## config.mk

```make
export PLATFORM = sky130hd
export DESIGN_NAME = td4_run_ctrl_flat
export DESIGN_NICKNAME = d
export VERILOG_FILES = /design/src/rtl/td4_pkg.sv /design/src/rtl/td4_run_ctrl_if.sv /design/src/rtl/td4_rate_div.sv /design/src/rtl/td4_run_ctrl.sv /design/src/flat_wrapper.sv
export SDC_FILE = /design/constraint.sdc
export NUM_CORES = 1
export LEC_CHECK = 0
export BUFFER_PORTS_ARGS = -buffer_cell sky130_fd_sc_hd__buf_4
export CORE_ASPECT_RATIO = 1.2
export CORE_UTILIZATION = 41
export CTS_CLUSTER_SIZE = 16
export DETAILED_ROUTE_END_ITERATION = 8
export GPL_TIMING_DRIVEN = 0
export PLACE_DENSITY = 0.73
export SLEW_MARGIN = 15
export SYNTH_ARGS = -nofsm -noshare
export SYNTH_HDL_FRONTEND = slang
export SYNTH_HIERARCHICAL = 1
export SYNTH_SLANG_ARGS = --single-unit
```

## constraint.sdc

```tcl
create_clock -name clock -period 2.03 [get_ports clock]
set_input_delay 0.406 -clock clock [delete_from_list [all_inputs] [get_ports clock]]
set_output_delay 0.406 -clock clock [all_outputs]
set_load 0.1 [all_outputs]
```

## src/rtl/td4_pkg.sv

```systemverilog
// rtl/td4_pkg.sv - state encoding and program-memory geometry for the TD4 run controller
package td4_pkg;

  localparam int TD4_IMEM_DEPTH = 16;
  localparam int TD4_ADDR_W     = 4;
  localparam int TD4_INSTR_W    = 8;

  typedef enum logic [2:0] {
    ST_CLR  = 3'd0,
    ST_HALT = 3'd1,
    ST_LOAD = 3'd2,
    ST_RUN  = 3'd3,
    ST_STEP = 3'd4
  } td4_state_e;

endpackage

```

## src/rtl/td4_run_ctrl_if.sv

```systemverilog
// rtl/td4_run_ctrl_if.sv - program-load stream in, program-memory write port out
interface td4_run_ctrl_if;
  import td4_pkg::*;

  logic                   load_valid;
  logic                   load_ready;
  logic [TD4_ADDR_W-1:0]  load_addr;
  logic [TD4_INSTR_W-1:0] load_data;
  logic                   load_last;
  logic                   prog_we;
  logic [TD4_ADDR_W-1:0]  prog_addr;
  logic [TD4_INSTR_W-1:0] prog_wdata;

  modport master (
    output load_valid, load_addr, load_data, load_last,
    input  load_ready, prog_we, prog_addr, prog_wdata
  );

  modport slave (
    input  load_valid, load_addr, load_data, load_last,
    output load_ready, prog_we, prog_addr, prog_wdata
  );

endinterface

```

## src/rtl/td4_rate_div.sv

```systemverilog
// rtl/td4_rate_div.sv - RUN-mode divider; tick marks the last cycle of each STEP_DIV period
module td4_rate_div #(
  parameter int STEP_DIV = 1
) (
  input  logic clock,
  input  logic reset,
  input  logic clear,
  input  logic enable,
  output logic tick
);

  localparam logic [15:0] LAST = 16'(STEP_DIV - 1);

  logic [15:0] div_cnt;

  always_ff @(posedge clock or negedge reset) begin
    if (!reset) begin
      div_cnt <= '0;
    end else if (clear) begin
      div_cnt <= '0;
    end else if (enable) begin
      div_cnt <= (div_cnt == LAST) ? '0 : div_cnt + 16'd1;
    end
  end

  assign tick = enable & (div_cnt == LAST);

endmodule

```

## src/rtl/td4_run_ctrl.sv

```systemverilog
// rtl/td4_run_ctrl.sv - TD4 load/reset/run/step/halt sequencer
// TD4_BREAKPOINT_EN adds a single-address breakpoint that halts free-run before the matching ip executes.
module td4_run_ctrl
  import td4_pkg::*;
#(
  parameter int STEP_DIV   = 1,
  parameter int RST_CYCLES = 4,
  parameter int CNT_W      = 16
) (
  input  logic                  clock,
  input  logic                  reset,
  input  logic                  run_req,
  input  logic                  halt_req,
  input  logic                  step_req,
  input  logic                  restart_req,
  td4_run_ctrl_if.slave         load_bus,
`ifdef TD4_BREAKPOINT_EN
  input  logic [TD4_ADDR_W-1:0] cpu_ip,
  input  logic [TD4_ADDR_W-1:0] bp_addr,
  input  logic                  bp_enable,
  output logic                  bp_hit,
`endif
  output logic                  cpu_en,
  output logic                  cpu_rst_n,
  output logic [2:0]            state,
  output logic [CNT_W-1:0]      instr_count
);

  localparam int CLR_W = (RST_CYCLES > 1) ? $clog2(RST_CYCLES) : 1;
  localparam logic [CLR_W-1:0] CLR_LAST = CLR_W'(RST_CYCLES - 1);

  td4_state_e       state_q;
  td4_state_e       state_d;
  logic [CLR_W-1:0] clr_cnt;
  logic             tick;
  logic             accept;
  logic             cpu_en_d;

  assign accept = load_bus.load_valid & load_bus.load_ready;
  assign state  = state_q;

  td4_rate_div #(
    .STEP_DIV(STEP_DIV)
  ) u_rate_div (
    .clock (clock),
    .reset (reset),
    .clear (state_q != ST_RUN),
    .enable(state_q == ST_RUN),
    .tick  (tick)
  );

`ifdef TD4_BREAKPOINT_EN
  logic first_q;
  logic bp_stop;
  logic bp_match;

  // The first pulse after RUN entry is never checked so a resumed run steps past the breakpoint.
  assign bp_match = bp_enable & (cpu_ip == bp_addr) & ~first_q;
`endif

  always_ff @(posedge clock or negedge reset) begin
    if (!reset) begin
      state_q <= ST_CLR;
    end else begin
      state_q <= state_d;
    end
  end

  always_comb begin
    state_d  = state_q;
    cpu_en_d = 1'b0;
`ifdef TD4_BREAKPOINT_EN
    bp_stop  = 1'b0;
`endif
    case (state_q)
      ST_CLR: begin
        if (clr_cnt == CLR_LAST) state_d = ST_HALT;
      end
      ST_HALT: begin
        if (load_bus.load_valid) begin
          state_d = ST_LOAD;
        end else if (halt_req) begin
          state_d = ST_HALT;
        end else if (restart_req) begin
          state_d = ST_CLR;
        end else if (step_req) begin
          state_d  = ST_STEP;
          cpu_en_d = 1'b1;
        end else if (run_req) begin
          state_d = ST_RUN;
        end
      end
      ST_LOAD: begin
        if (accept && load_bus.load_last) state_d = ST_CLR;
      end
      ST_RUN: begin
        if (halt_req) begin
          state_d = ST_HALT;
        end else if (restart_req) begin
          state_d = ST_CLR;
        end else if (tick) begin
`ifdef TD4_BREAKPOINT_EN
          if (bp_match) begin
            state_d = ST_HALT;
            bp_stop = 1'b1;
          end else begin
            cpu_en_d = 1'b1;
          end
`else
          cpu_en_d = 1'b1;
`endif
        end
      end
      ST_STEP: begin
        state_d = ST_HALT;
      end
      default: begin
        state_d = ST_CLR;
      end
    endcase
  end

  always_ff @(posedge clock or negedge reset) begin
    if (!reset) begin
      clr_cnt             <= '0;
      cpu_en              <= 1'b0;
      cpu_rst_n           <= 1'b0;
      load_bus.load_ready <= 1'b0;
      load_bus.prog_we    <= 1'b0;
      load_bus.prog_addr  <= '0;
      load_bus.prog_wdata <= '0;
      instr_count         <= '0;
    end else begin
      clr_cnt             <= (state_q == ST_CLR && state_d == ST_CLR) ? clr_cnt + CLR_W'(1) : '0;
      cpu_en              <= cpu_en_d;
      cpu_rst_n           <= (state_d != ST_CLR);
      load_bus.load_ready <= (state_d == ST_LOAD);
      load_bus.prog_we    <= accept;
      if (accept) begin
        load_bus.prog_addr  <= load_bus.load_addr;
        load_bus.prog_wdata <= load_bus.load_data;
      end
      // Counts the instruction retired at the edge closing each cpu_en cycle.
      if (state_d == ST_CLR) begin
        instr_count <= '0;
      end else if (cpu_en && !(&instr_count)) begin
        instr_count <= instr_count + CNT_W'(1);
      end
    end
  end

`ifdef TD4_BREAKPOINT_EN
  always_ff @(posedge clock or negedge reset) begin
    if (!reset) begin
      first_q <= 1'b0;
      bp_hit  <= 1'b0;
    end else begin
      if (state_d == ST_RUN && state_q != ST_RUN) begin
        first_q <= 1'b1;
      end else if (tick) begin
        first_q <= 1'b0;
      end
      if (bp_stop) begin
        bp_hit <= 1'b1;
      end else if (state_d == ST_RUN || state_d == ST_STEP || state_d == ST_CLR) begin
        bp_hit <= 1'b0;
      end
    end
  end
`endif

endmodule

```

## src/flat_wrapper.sv

```systemverilog
// flat-port wrapper written by rule: the top's interface ports become plain ports
module td4_run_ctrl_flat import td4_pkg::*;
#(
  parameter int STEP_DIV   = 1,
  parameter int RST_CYCLES = 4,
  parameter int CNT_W      = 16
)
  (clock, reset, run_req, halt_req, step_req, restart_req, cpu_en, cpu_rst_n, state, instr_count, load_bus_load_valid, load_bus_load_addr, load_bus_load_data, load_bus_load_last, load_bus_load_ready, load_bus_prog_we, load_bus_prog_addr, load_bus_prog_wdata);
  td4_run_ctrl_if load_bus_i ();
  input  logic clock;
  input  logic reset;
  input  logic run_req;
  input  logic halt_req;
  input  logic step_req;
  input  logic restart_req;
  output logic cpu_en;
  output logic cpu_rst_n;
  output logic [2:0] state;
  output logic [CNT_W-1:0] instr_count;
  input wire logic [$bits(load_bus_i.load_valid)-1:0] load_bus_load_valid;
  input wire logic [$bits(load_bus_i.load_addr)-1:0] load_bus_load_addr;
  input wire logic [$bits(load_bus_i.load_data)-1:0] load_bus_load_data;
  input wire logic [$bits(load_bus_i.load_last)-1:0] load_bus_load_last;
  output wire logic [$bits(load_bus_i.load_ready)-1:0] load_bus_load_ready;
  output wire logic [$bits(load_bus_i.prog_we)-1:0] load_bus_prog_we;
  output wire logic [$bits(load_bus_i.prog_addr)-1:0] load_bus_prog_addr;
  output wire logic [$bits(load_bus_i.prog_wdata)-1:0] load_bus_prog_wdata;
  assign load_bus_i.load_valid = load_bus_load_valid;
  assign load_bus_i.load_addr = load_bus_load_addr;
  assign load_bus_i.load_data = load_bus_load_data;
  assign load_bus_i.load_last = load_bus_load_last;
  assign load_bus_load_ready = load_bus_i.load_ready;
  assign load_bus_prog_we = load_bus_i.prog_we;
  assign load_bus_prog_addr = load_bus_i.prog_addr;
  assign load_bus_prog_wdata = load_bus_i.prog_wdata;
  td4_run_ctrl #(.STEP_DIV(STEP_DIV), .RST_CYCLES(RST_CYCLES), .CNT_W(CNT_W)) u_core (.clock(clock), .reset(reset), .run_req(run_req), .halt_req(halt_req), .step_req(step_req), .restart_req(restart_req), .load_bus(load_bus_i), .cpu_en(cpu_en), .cpu_rst_n(cpu_rst_n), .state(state), .instr_count(instr_count));
endmodule
```

==> results of run 1 <==
-- state kept, by name (all words and copies together), names as in the netlist --
| name | cells |
|---|---|
| u_core/instr_count | 16 |
| u_core/u_rate_div/div_cnt | 16 |
| u_core/load_bus.prog_wdata | 8 |
| u_core/load_bus.prog_addr | 4 |
| u_core/state | 3 |
| u_core/clr_cnt | 2 |
| u_core/cpu_en | 1 |
| u_core/cpu_rst_n | 1 |
| u_core/load_bus.load_ready | 1 |
| u_core/load_bus.prog_we | 1 |
-- cell families after synthesis --
kind of cell | Yosys count | synth area share (%)
compound gates | 35 | 9.49
xor+xnor | 22 | 7.27
fa+ha+maj | 4 | 1.89
buf+inv | 20 | 3.35
flops | 53 | 50.0
mux | 13 | 5.47
simple gates | 109 | 22.5
-- worst max-delay path: stages (launching register included) --
cell	delay (ns)
dfrtp_4	0.51
ha_1	0.27
nand4_1	0.21
nor3_4	0.07
buf_2	0.19
nor4_1	0.33
xnor2_1	0.17
nor2_1	0.05
-- layer usage --
layer  GRT usage (%)  up-vias
li1                -     1028
met1            20.2     1012
met2            29.0       51
met3            4.04        8
met4            6.02        0
met5               0        -
-- through the flow --
step	TNS (ns)	setup slack, ns	instances	util [%]
floorplan	-0.00601	-0.00601	256	-
global placement	0	0.0987	392	52.1
detailed placement	0	0.0165	392	52.1
CTS	0	0.0208	400	53.6
global route	-0.00654	-0.00654	403	55.0
finish	0	0.122	403	55.0
-- power by group --
group	total [W]	switching (W)	internal, W
registers	0.00134	0.0000990	0.00124
clock network	0.000620	0.000368	0.000252
logic	0.00198	0.00152	0.000454
total	0.00394	0.00199	0.00195
-- cells in the mapped netlist, types with 2 or more instances --
cell,count,area (sq um)
dfrtp_1,53,1330
nor2_1,34,128
xnor2_1,18,158
nand2_1,17,63.8
inv_1,13,48.8
mux2_2,12,135
a21oi_1,11,55.1
nor4_1,9,56.3
nand3_1,8,40.0
nand4_1,8,50.1
nor3_1,8,40.0
o21ai_0,7,35.0
a31oi_1,4,25.0
ha_1,4,50.1
nand2b_1,4,25.0
xor2_1,4,35.0
a211oi_1,3,22.5
a21boi_0,2,15.0
and2_1,2,12.5
and4_1,2,17.5
buf_2,2,10.0
clkbuf_1,2,7.51
-- cell type report --
cell class	instances	area (sq um)
clock inverter	3	26.3
tap	82	103
sequential	53	1360
inverter	13	48.8
timing repair buffer	57	428
buffer	6	36.3
clock buffer	5	68.8
fill	546	2760
multi-input combinational	184	1300
-- worst min-delay path by stage --
stage	cells after the start	start	slack, ns	to
2_1_floorplan	0	reset	0.11	u_core/clr_cnt[0]
3_3_place_gp	1	u_core/clr_cnt[0]	0.42	u_core/clr_cnt[0]
3_5_place_dp	1	u_core/clr_cnt[0]	0.43	u_core/clr_cnt[0]
4_1_cts	1	reset	0.14	u_core/instr_count[7]
5_1_grt	1	reset	0.17	u_core/instr_count[9]
6_report	1	reset	0.11	u_core/instr_count[10]
-- timing repair --
action,in CTS,in global routing
endpoints found under the setup margin,0,17
endpoints found under the hold margin,0,0
gates resized for setup,0,10
buffers inserted,0,3
hold buffers,0,0
==> out/qor.csv, run 1 <==
stage,metric,value,unit
run_status,status,completed,
route,wire_per_inst,13.7,um
synth,ys.flop_type,dfrtp_1,
timing,drv_slew,0,
worst_hold_path,hold_path.class,in2async,
floorplanning,core-area,0.00613,sq mm
synth,yosysWarnings,6,
critical_path,crit_required,2.24,ns
synth,ys_seq_elements,53,
critical_path,startpoint_type,flip-flop,
power,power_leakage,1.44,nW
cells_and_area,n_antenna_cell,0,
synth,synth_edf_count,0,
power,powerDensity,1170,mW/mm^2
route,dr_wl_met2,2820,um
grt,antenna_found_initial,0,
timing,fin_crit_sh,94.0,%
timing,worstMarginPinSlew,0.658,ns
route,dr.pass1.iters,4,
critical_path,reg2reg_to,u_core/instr_count[15],
floorplanning,start_util,43.3,%
floorplanning,dieArea,0.00679,sq mm
clock_tree,clk_latency,0.31,ns
cells_and_area,area_growth,27.2,%
route,vias,2099,
critical_path,path_class,reg2reg,
timing,max_freq,0.524,GHz
timing,hold_viol,0,
synth,yosysUniqueCellTypes,51,
critical_path,r2r_slack,0.12,ns
place,dp_hpwl,3940,um
clock_tree,cts_made_buffers,5,
floorplanning,ios,55,
cells_and_area,nNetsFinal,344,
grt,overflow,0,
synth,async_reset_ff_share,100,%
timing,fin_worst_skew,0.0105,ns
route,routed_wl,5520,um
cells_and_area,final_common_cell,buf_4,
power,ir_worst_vdd,0.000555,V
route,dr_wl_met3,268,um
floorplanning,row_count,31,
cells_and_area,final_cell_mix,"buf_4 (58), nor2_1 (34), dfrtp_1 (33)",
synth,netlist_instances,256,
route,routed.top_layer,met4,
run,cap_violations,0,
clock_tree,path_clk_slew,0.10,ns
grt,grt_max_degree,54,
critical_path,critical_path_arrival,2.12,ns
synth,synth_nets,280,
power,power,0.00394,W
critical_path,endpoint,u_core/instr_count[15],
clock_tree,cts.path.max_buffers,2,
cells_and_area,drive_above_1_share,38.0,%
place,globalplace.congestion,0.787,
route,drtAntennaViolNets,0,
grt,grt_pass1_wl,9010,um
timing,worst_hold_slack,0.108,ns
route,wl_met1,2330,um
floorplanning,die_w,75.4,um
timing,rsz0062_at_grt,true,
cells_and_area,design_area,0.00337,sq mm
place,io_buffers,54,
clock_tree,root_buffer,clkbuf_8,
synth,avgSynthCellArea,10.4,sq um
critical_path,crit_fanout,10,
grt,first_global_vias,2001,
grt,grt_use_total,17.0,%
synth,syn-cell-area,0.00265,sq mm
place,postPlaceCellArea,0.00319,sq mm
timing,final-setup-viol-count,0,
timing,slew-limit-headroom,56.2,%
timing,period_needed,1.91,ns
synth,yosysSeqAreaShare,50.0,%
critical_path,r2r-start,u_core/instr_count[0],
route,post_drt_via_cell_ratio,5.21,
route,drt_iter0_drc,84,
critical_path,cp-end-kind,flip-flop,
floorplanning,chipHeight,90.1,um
route,drc,0,
critical_path,cp-startpoint,u_core/instr_count[0],
critical_path,rr_worst_depth,7,
clock_tree,cts-htree-levels,2,
clock_tree,clock-sinks,53,
clock_tree,cts_tree,yes,
(Power assumes the default switching activity.)
==> inputs of run 2 (changes only) <==
--- a/config.mk
+++ b/config.mk
@@ -6,12 +6,16 @@
 export NUM_CORES = 1
 export LEC_CHECK = 0
 export BUFFER_PORTS_ARGS = -buffer_cell sky130_fd_sc_hd__buf_4
+export CELL_PAD_IN_SITES_DETAIL_PLACEMENT = 1
+export CELL_PAD_IN_SITES_GLOBAL_PLACEMENT = 1
 export CORE_ASPECT_RATIO = 1.2
 export CORE_UTILIZATION = 41
+export CTS_CLUSTER_DIAMETER = 200
 export CTS_CLUSTER_SIZE = 16
 export DETAILED_ROUTE_END_ITERATION = 8
 export GPL_TIMING_DRIVEN = 0
-export PLACE_DENSITY = 0.73
+export MAX_ROUTING_LAYER = met4
+export PLACE_DENSITY = 0.88
 export SLEW_MARGIN = 15
 export SYNTH_ARGS = -nofsm -noshare
 export SYNTH_HDL_FRONTEND = slang
==> run 2 against run 1 <==
First-iteration DRC count rose by 11%. Die area did not move. Global-route usage up 4.6 points. Critical endpoint is now u_core/u_rate_div/div_cnt[10].
==> out/qor.csv, run 2 (synthesized netlist as in run 1, its figures left out) <==
stage,metric,value,unit,change
run_status,status,completed,,
route,dr.pass1.iters,5,,+1
grt,grt_use_total,21.6,%,+4.6 points
cells_and_area,n_antenna_cell,0,,unchanged
timing,fin_crit_sh,97.2,%,+3.2 points
route,post_drt_via_cell_ratio,5.49,,+5.3%
clock_tree,ctsHoldBuffers,0,,unchanged
floorplanning,core-area,0.00613,sq mm,unchanged
place,postPlaceCellArea,0.00319,sq mm,unchanged
floorplanning,die_w,75.4,um,unchanged
place,dp_hpwl,4790,um,+21%
floorplanning,row_count,31,,unchanged
clock_tree,clock-sinks,53,,unchanged
timing,final-setup-viol-count,0,,unchanged
clock_tree,path_clk_slew,0.10,ns,about the same
route,drtAntennaViolNets,0,,unchanged
clock_tree,cts-htree-levels,2,,unchanged
floorplanning,start_util,43.3,%,unchanged
route,routed_wl,7030,um,+27%
cells_and_area,fillCellCount,705,,+29%
floorplanning,dieArea,0.00679,sq mm,unchanged
cells_and_area,top_regs,"u_core/instr_count (16), u_core/u_rate_div/div_cnt (16), u_core/load_bus.prog_wdata (8)",,
critical_path,r2r_slack,0.06,ns,-0.06 ns
grt,grt_max_degree,54,,unchanged
floorplanning,chipHeight,90.1,um,unchanged
timing,worst_hold_slack,0.129,ns,+0.0208 ns
critical_path,crit_required,2.23,ns,about the same
cells_and_area,final_common_cell,buf_4,,
critical_path,worstPathCellList,"nor4_1, nand4_1, buf_4, o21bai_2, nor2_1",,
grt,antenna_found_initial,0,,unchanged
critical_path,rr_worst_depth,5,,-2
run,cap_violations,0,,unchanged
critical_path,reg2reg_to,u_core/u_rate_div/div_cnt[10],,
clock_tree,root_buffer,clkbuf_8,,
timing,period_needed,1.97,ns,+0.0643 ns
power,power_leakage,1.46,nW,+1.6%
clock_tree,cts.path.max_buffers,2,,unchanged
place,io_buffers,54,,unchanged
power,power,0.00421,W,+7.0%
timing,setup_ws,0.0576,ns,-0.0643 ns
critical_path,r2r-start,u_core/u_rate_div/div_cnt[11],,
grt,overflow,0,,unchanged
timing,fin_worst_skew,0.0106,ns,+0.0000941 ns
timing,worstMarginPinSlew,0.682,ns,+0.0245 ns
cells_and_area,area_growth,29.5,%,
route,drc,0,,unchanged
timing,max_freq,0.507,GHz,-3.3%
cells_and_area,drive_above_1_share,38.2,%,+0.19 points
route,wire_per_inst,17.4,um,+27%
cells_and_area,final_cell_mix,"buf_4 (59), nor2_1 (34), dfrtp_1 (33)",,
power,ir_worst_vdd,0.000553,V,-0.32%
route,vias,2216,,+5.6%
critical_path,cp-end-kind,flip-flop,,
critical_path,startpoint_type,flip-flop,,
clock_tree,cts_made_buffers,5,,unchanged
place,dp_worst_setup_slack,-0.0560,ns,-0.0725 ns
critical_path,cpPeakStageDelay,0.61,ns,+0.10 ns
timing,slew-limit-headroom,54.5,%,-1.6 points
timing,hold_viol,0,,unchanged
worst_hold_path,hold_path.class,in2async,,
clock_tree,clk_latency,0.31,ns,about the same
critical_path,cp_slowest_cell,nor4_1,,
timing,drv_slew,0,,unchanged
place,globalplace.congestion,0.840,,+6.8%
grt,first_global_vias,2225,,+11%
power,powerDensity,1230,mW/mm^2,+5.1%
route,drt_iter0_drc,93,,+11%
floorplanning,ios,55,,unchanged
cells_and_area,nNetsFinal,345,,+0.29%
critical_path,critical_path_arrival,2.17,ns,+0.05 ns
critical_path,path_class,reg2reg,,
cells_and_area,design_area,0.00343,sq mm,+1.8%
grt,grt_pass1_wl,10900,um,+21%
clock_tree,cts_tree,yes,,
critical_path,crit_fanout,6,,-4
## run 2: changes by cell type in the layout (fill, tap and decap cells not counted), sizes merged
cell and delta:
bufinv +2, clkbuf +1, clkinv -2
## run 2: report_power, final
group	internal [W]	switching [W]	total (W)
clock network	0.000496	0.000362	0.000858
logic	0.000454	0.00155	0.00200
registers	0.00124	0.000110	0.00135
total	0.00219	0.00202	0.00421
## run 2: layer usage
metal / global-route usage (%) / part of all wire [%]
met2: 37.2 / 54
met3: 4.15 / 2.8
met4: 6.48 / 2.0
met5: - / 0
met1: 24.9 / 41
## run 2: what timing repair did
item | in CTS | in global routing
pin swaps | 0 | 3
buffers inserted | 0 | 4
gates resized for setup | 5 | 7
cloned | 0 | 1
setup endpoints to repair | 12 | 21
## run 2: worst max-delay path: cells and delay by family (launching register included)
| family | cells | cell delay, ns |
|---|---|---|
| compound gates | 1 | 0.22 |
| buf+inv | 1 | 0.24 |
| flops | 1 | 0.45 |
| simple gates | 3 | 0.95 |
## run 2: worst max path at each step
stage	start	end	slack, ns	cells past startpoint
global route	u_core/u_rate_div/div_cnt[11]	u_core/u_rate_div/div_cnt[10]	-0.02	5
finish	u_core/u_rate_div/div_cnt[11]	u_core/u_rate_div/div_cnt[10]	0.06	5
global placement	u_core/state[2]	u_core/u_rate_div/div_cnt[14]	0.02	7
floorplan	u_core/state[2]	u_core/u_rate_div/div_cnt[14]	-0.006	7
CTS	u_core/u_rate_div/div_cnt[11]	u_core/u_rate_div/div_cnt[6]	0.03	4
detailed placement	u_core/state[2]	u_core/u_rate_div/div_cnt[14]	-0.06	7
## run 2: final cells by class
cell class | instances | area, sq um | share of cell area [%]
Inverter | 13 | 48.8 | 1.42
Buffer | 6 | 38.8 | 1.13
Clock inverter | 3 | 68.8 | 2.00
Tap cell | 82 | 103 | 2.99
Sequential cell | 53 | 1360 | 39.6
Timing Repair Buffer | 58 | 435 | 12.7
Clock buffer | 5 | 68.8 | 2.00
Multi-Input combinational cell | 184 | 1310 | 38.2
## run 2: per-stage QoR
stage / setup TNS (ns) / std cells / utilization, %
global route: -0.133 / 404 / 56.0
global placement: 0 / 392 / 52.1
floorplan: -0.00601 / 256 / -
detailed placement: -0.132 / 392 / 52.1
CTS: 0 / 399 / 54.8
finish: 0 / 404 / 56.0
==> inputs of run 3 (changes only) <==
--- a/config.mk
+++ b/config.mk
@@ -15,7 +15,7 @@
 export DETAILED_ROUTE_END_ITERATION = 8
 export GPL_TIMING_DRIVEN = 0
 export MAX_ROUTING_LAYER = met4
-export PLACE_DENSITY = 0.88
+export PLACE_DENSITY_LB_ADDON = 0.08
 export SLEW_MARGIN = 15
 export SYNTH_ARGS = -nofsm -noshare
 export SYNTH_HDL_FRONTEND = slang
==> run 3 against run 2 <==
Worst hold slack got worse by 0.013 ns. Register-to-register slack better by 0.05 ns. Sequential cell count did not move. Clock-buffer cell count is the same. Largest power group unchanged.
==> out/qor.csv, run 3 (synthesized netlist as in run 1, its figures left out) <==
stage,metric,value,unit,change
route,drtAntennaViolNets,0,,unchanged
clock_tree,cts_tree,yes,,
floorplanning,chipHeight,90.1,um,unchanged
clock_tree,cts_made_buffers,5,,unchanged
critical_path,worstPathCellList,"ha_1, nand4_1, nor3_2, clkbuf_4, nor4_1, xnor2_1, nor2_1",,
timing,slew-limit-headroom,56.1,%,+1.6 points
cells_and_area,area_growth,28.2,%,
timing,max_freq,0.520,GHz,+2.6%
critical_path,path_class,reg2reg,,
clock_tree,cts-htree-levels,2,,unchanged
route,drc,0,,unchanged
power,power_leakage,1.44,nW,-1.6%
cells_and_area,final_common_cell,buf_4,,
floorplanning,ios,55,,unchanged
grt,grt_pass1_wl,10100,um,-6.7%
timing,worstMarginPinSlew,0.658,ns,-0.0236 ns
route,post_drt_via_cell_ratio,5.22,,-4.9%
route,dr.pass1.iters,2,,-3
critical_path,crit_fanout,10,,+4
cells_and_area,n_antenna_cell,0,,unchanged
timing,final-setup-viol-count,0,,unchanged
grt,first_global_vias,2137,,-4.0%
timing,fin_worst_skew,0.00753,ns,-0.00310 ns
floorplanning,core-area,0.00613,sq mm,unchanged
critical_path,cp_slowest_cell,dfrtp_4,,
route,vias,2107,,-4.9%
floorplanning,row_count,31,,unchanged
power,powerDensity,1200,mW/mm^2,-2.4%
route,routed_wl,6060,um,-14%
run_status,status,completed,,
timing,drv_slew,0,,unchanged
cells_and_area,top_regs,"u_core/instr_count (16), u_core/u_rate_div/div_cnt (16), u_core/load_bus.prog_wdata (8)",,
grt,grt_max_degree,54,,unchanged
critical_path,crit_required,2.23,ns,about the same
critical_path,cp_top_family,simple AND/OR/NAND/NOR gates,,
cells_and_area,multi_input_area,0.00130,sq mm,-1.1%
clock_tree,clk_latency,0.31,ns,about the same
grt,overflow,0,,unchanged
clock_tree,path_clk_slew,0.10,ns,about the same
cells_and_area,regArea,0.00136,sq mm,unchanged
floorplanning,die_w,75.4,um,unchanged
floorplanning,start_util,43.3,%,unchanged
power,ir_worst_vdd,0.000902,V,+63%
place,globalplace.congestion,0.768,,-8.5%
critical_path,critical_path_arrival,2.12,ns,-0.05 ns
critical_path,cp-end-kind,flip-flop,,
cells_and_area,design_area,0.00340,sq mm,-0.98%
grt,grt_use_total,19.7,%,-1.9 points
critical_path,startpoint_type,flip-flop,,
place,dp_hpwl,4440,um,-7.4%
timing,fin_crit_sh,94.7,%,-2.5 points
clock_tree,root_buffer,clkbuf_8,,
place,io_buffers,54,,unchanged
cells_and_area,nNetsFinal,345,,unchanged
floorplanning,dieArea,0.00679,sq mm,unchanged
cells_and_area,final_cell_mix,"buf_4 (59), nor2_1 (34), dfrtp_1 (33)",,
cells_and_area,drive_above_1_share,38.2,%,unchanged
grt,antenna_found_initial,0,,unchanged
place,postPlaceCellArea,0.00319,sq mm,unchanged
timing,period_needed,1.92,ns,-0.0498 ns
clock_tree,clock-sinks,53,,unchanged
timing,fin_tns_setup,0,ns,unchanged
route,wire_per_inst,15.0,um,-14%
run,cap_violations,0,,unchanged
cells_and_area,fillCellCount,717,,+1.7%
critical_path,path_buf_inv,1,,unchanged
critical_path,cpPeakStageDelay,0.52,ns,-0.09 ns
route,drt_iter0_drc,46,,-51%
clock_tree,cts.path.max_buffers,2,,unchanged
timing,hold_viol,0,,unchanged
worst_hold_path,hold_path.class,in2async,,
==> run 3: cell count changes in the layout (fill, tap and decap cells not counted) <==
cell       change
bufinv_16      -1
nor3_2         +1
o2111ai_2      +1
nor4_1         +1
inv_6          -1
o2111ai_1      -1
nor3_4         -1
clkinv_4       +1
nor4_4         -1
inv_8          +1
==> run 3: layout make-up <==
cell class,count,share of cell area [%]
buffer,6,1.14
multi-input combinational,184,38.1
timing repair buffer,58,12.8
clock inverter,3,1.47
tap,82,3.02
clock buffer,5,2.02
sequential,53,40.0
inverter,13,1.44
==> run 3: report_power, final <==
group	internal [W]	total (W)	switching (W)	leakage [nW]
Clock	0.000378	0.000745	0.000367	0.0603
Sequential	0.00124	0.00134	0.0000983	0.676
Combinational	0.000455	0.00199	0.00153	0.703
Total	0.00207	0.00407	0.00200	1.44
==> run 3: per-stage QoR <==
| stage | hold slack (ns) | power, W | cells | setup slack, ns | util [%] |
|---|---|---|---|---|---|
| after CTS | 0.141 | 0.00412 | 400 | 0.0105 | 54.3 |
| after global placement | 0.430 | 0.00333 | 392 | 0.0244 | 52.1 |
| after detailed placement | 0.434 | 0.00336 | 392 | -0.0174 | 52.1 |
| after global routing | 0.175 | 0.00425 | 404 | -0.00568 | 55.5 |
| after floorplan | 0.110 | 0.00290 | 256 | -0.00601 | - |
| final | 0.115 | 0.00407 | 404 | 0.107 | 55.5 |
==> run 3: worst paths after layout <==
path                                       startpoint                endpoint  slack [ns]  depth (start not counted)
worst max register to register  u_core/instr_count[0]  u_core/instr_count[13]        0.11                          7
worst min-delay path                            reset  u_core/instr_count[11]        0.12                          1
worst max-delay path            u_core/instr_count[0]  u_core/instr_count[13]        0.11                          7
max in group asynchronous                       reset         u_core/state[0]        1.41                          1
worst min register to register      u_core/clr_cnt[0]       u_core/clr_cnt[0]        0.44                          1
min in group clock                load_bus_load_valid         u_core/state[2]        0.30                          2
==> run 3: repair_timing <==
action / 4_1_cts / 5_1_grt
endpoints found under the setup margin: 11 / 14
hold buffers: 0 / 0
gates resized for setup: 2 / 8
setup buffers: 0 / 4
gates cloned: 0 / 1
pin swaps: 0 / 3
==> run 3: metal layers <==
| metal | share of wire [%] | track usage, % |
|---|---|---|
| met1 | 42 | 24.2 |
| met2 | 54 | 33.0 |
| met3 | 3.0 | 3.48 |
| met4 | 1.2 | 4.94 |
| met5 | 0 | - |
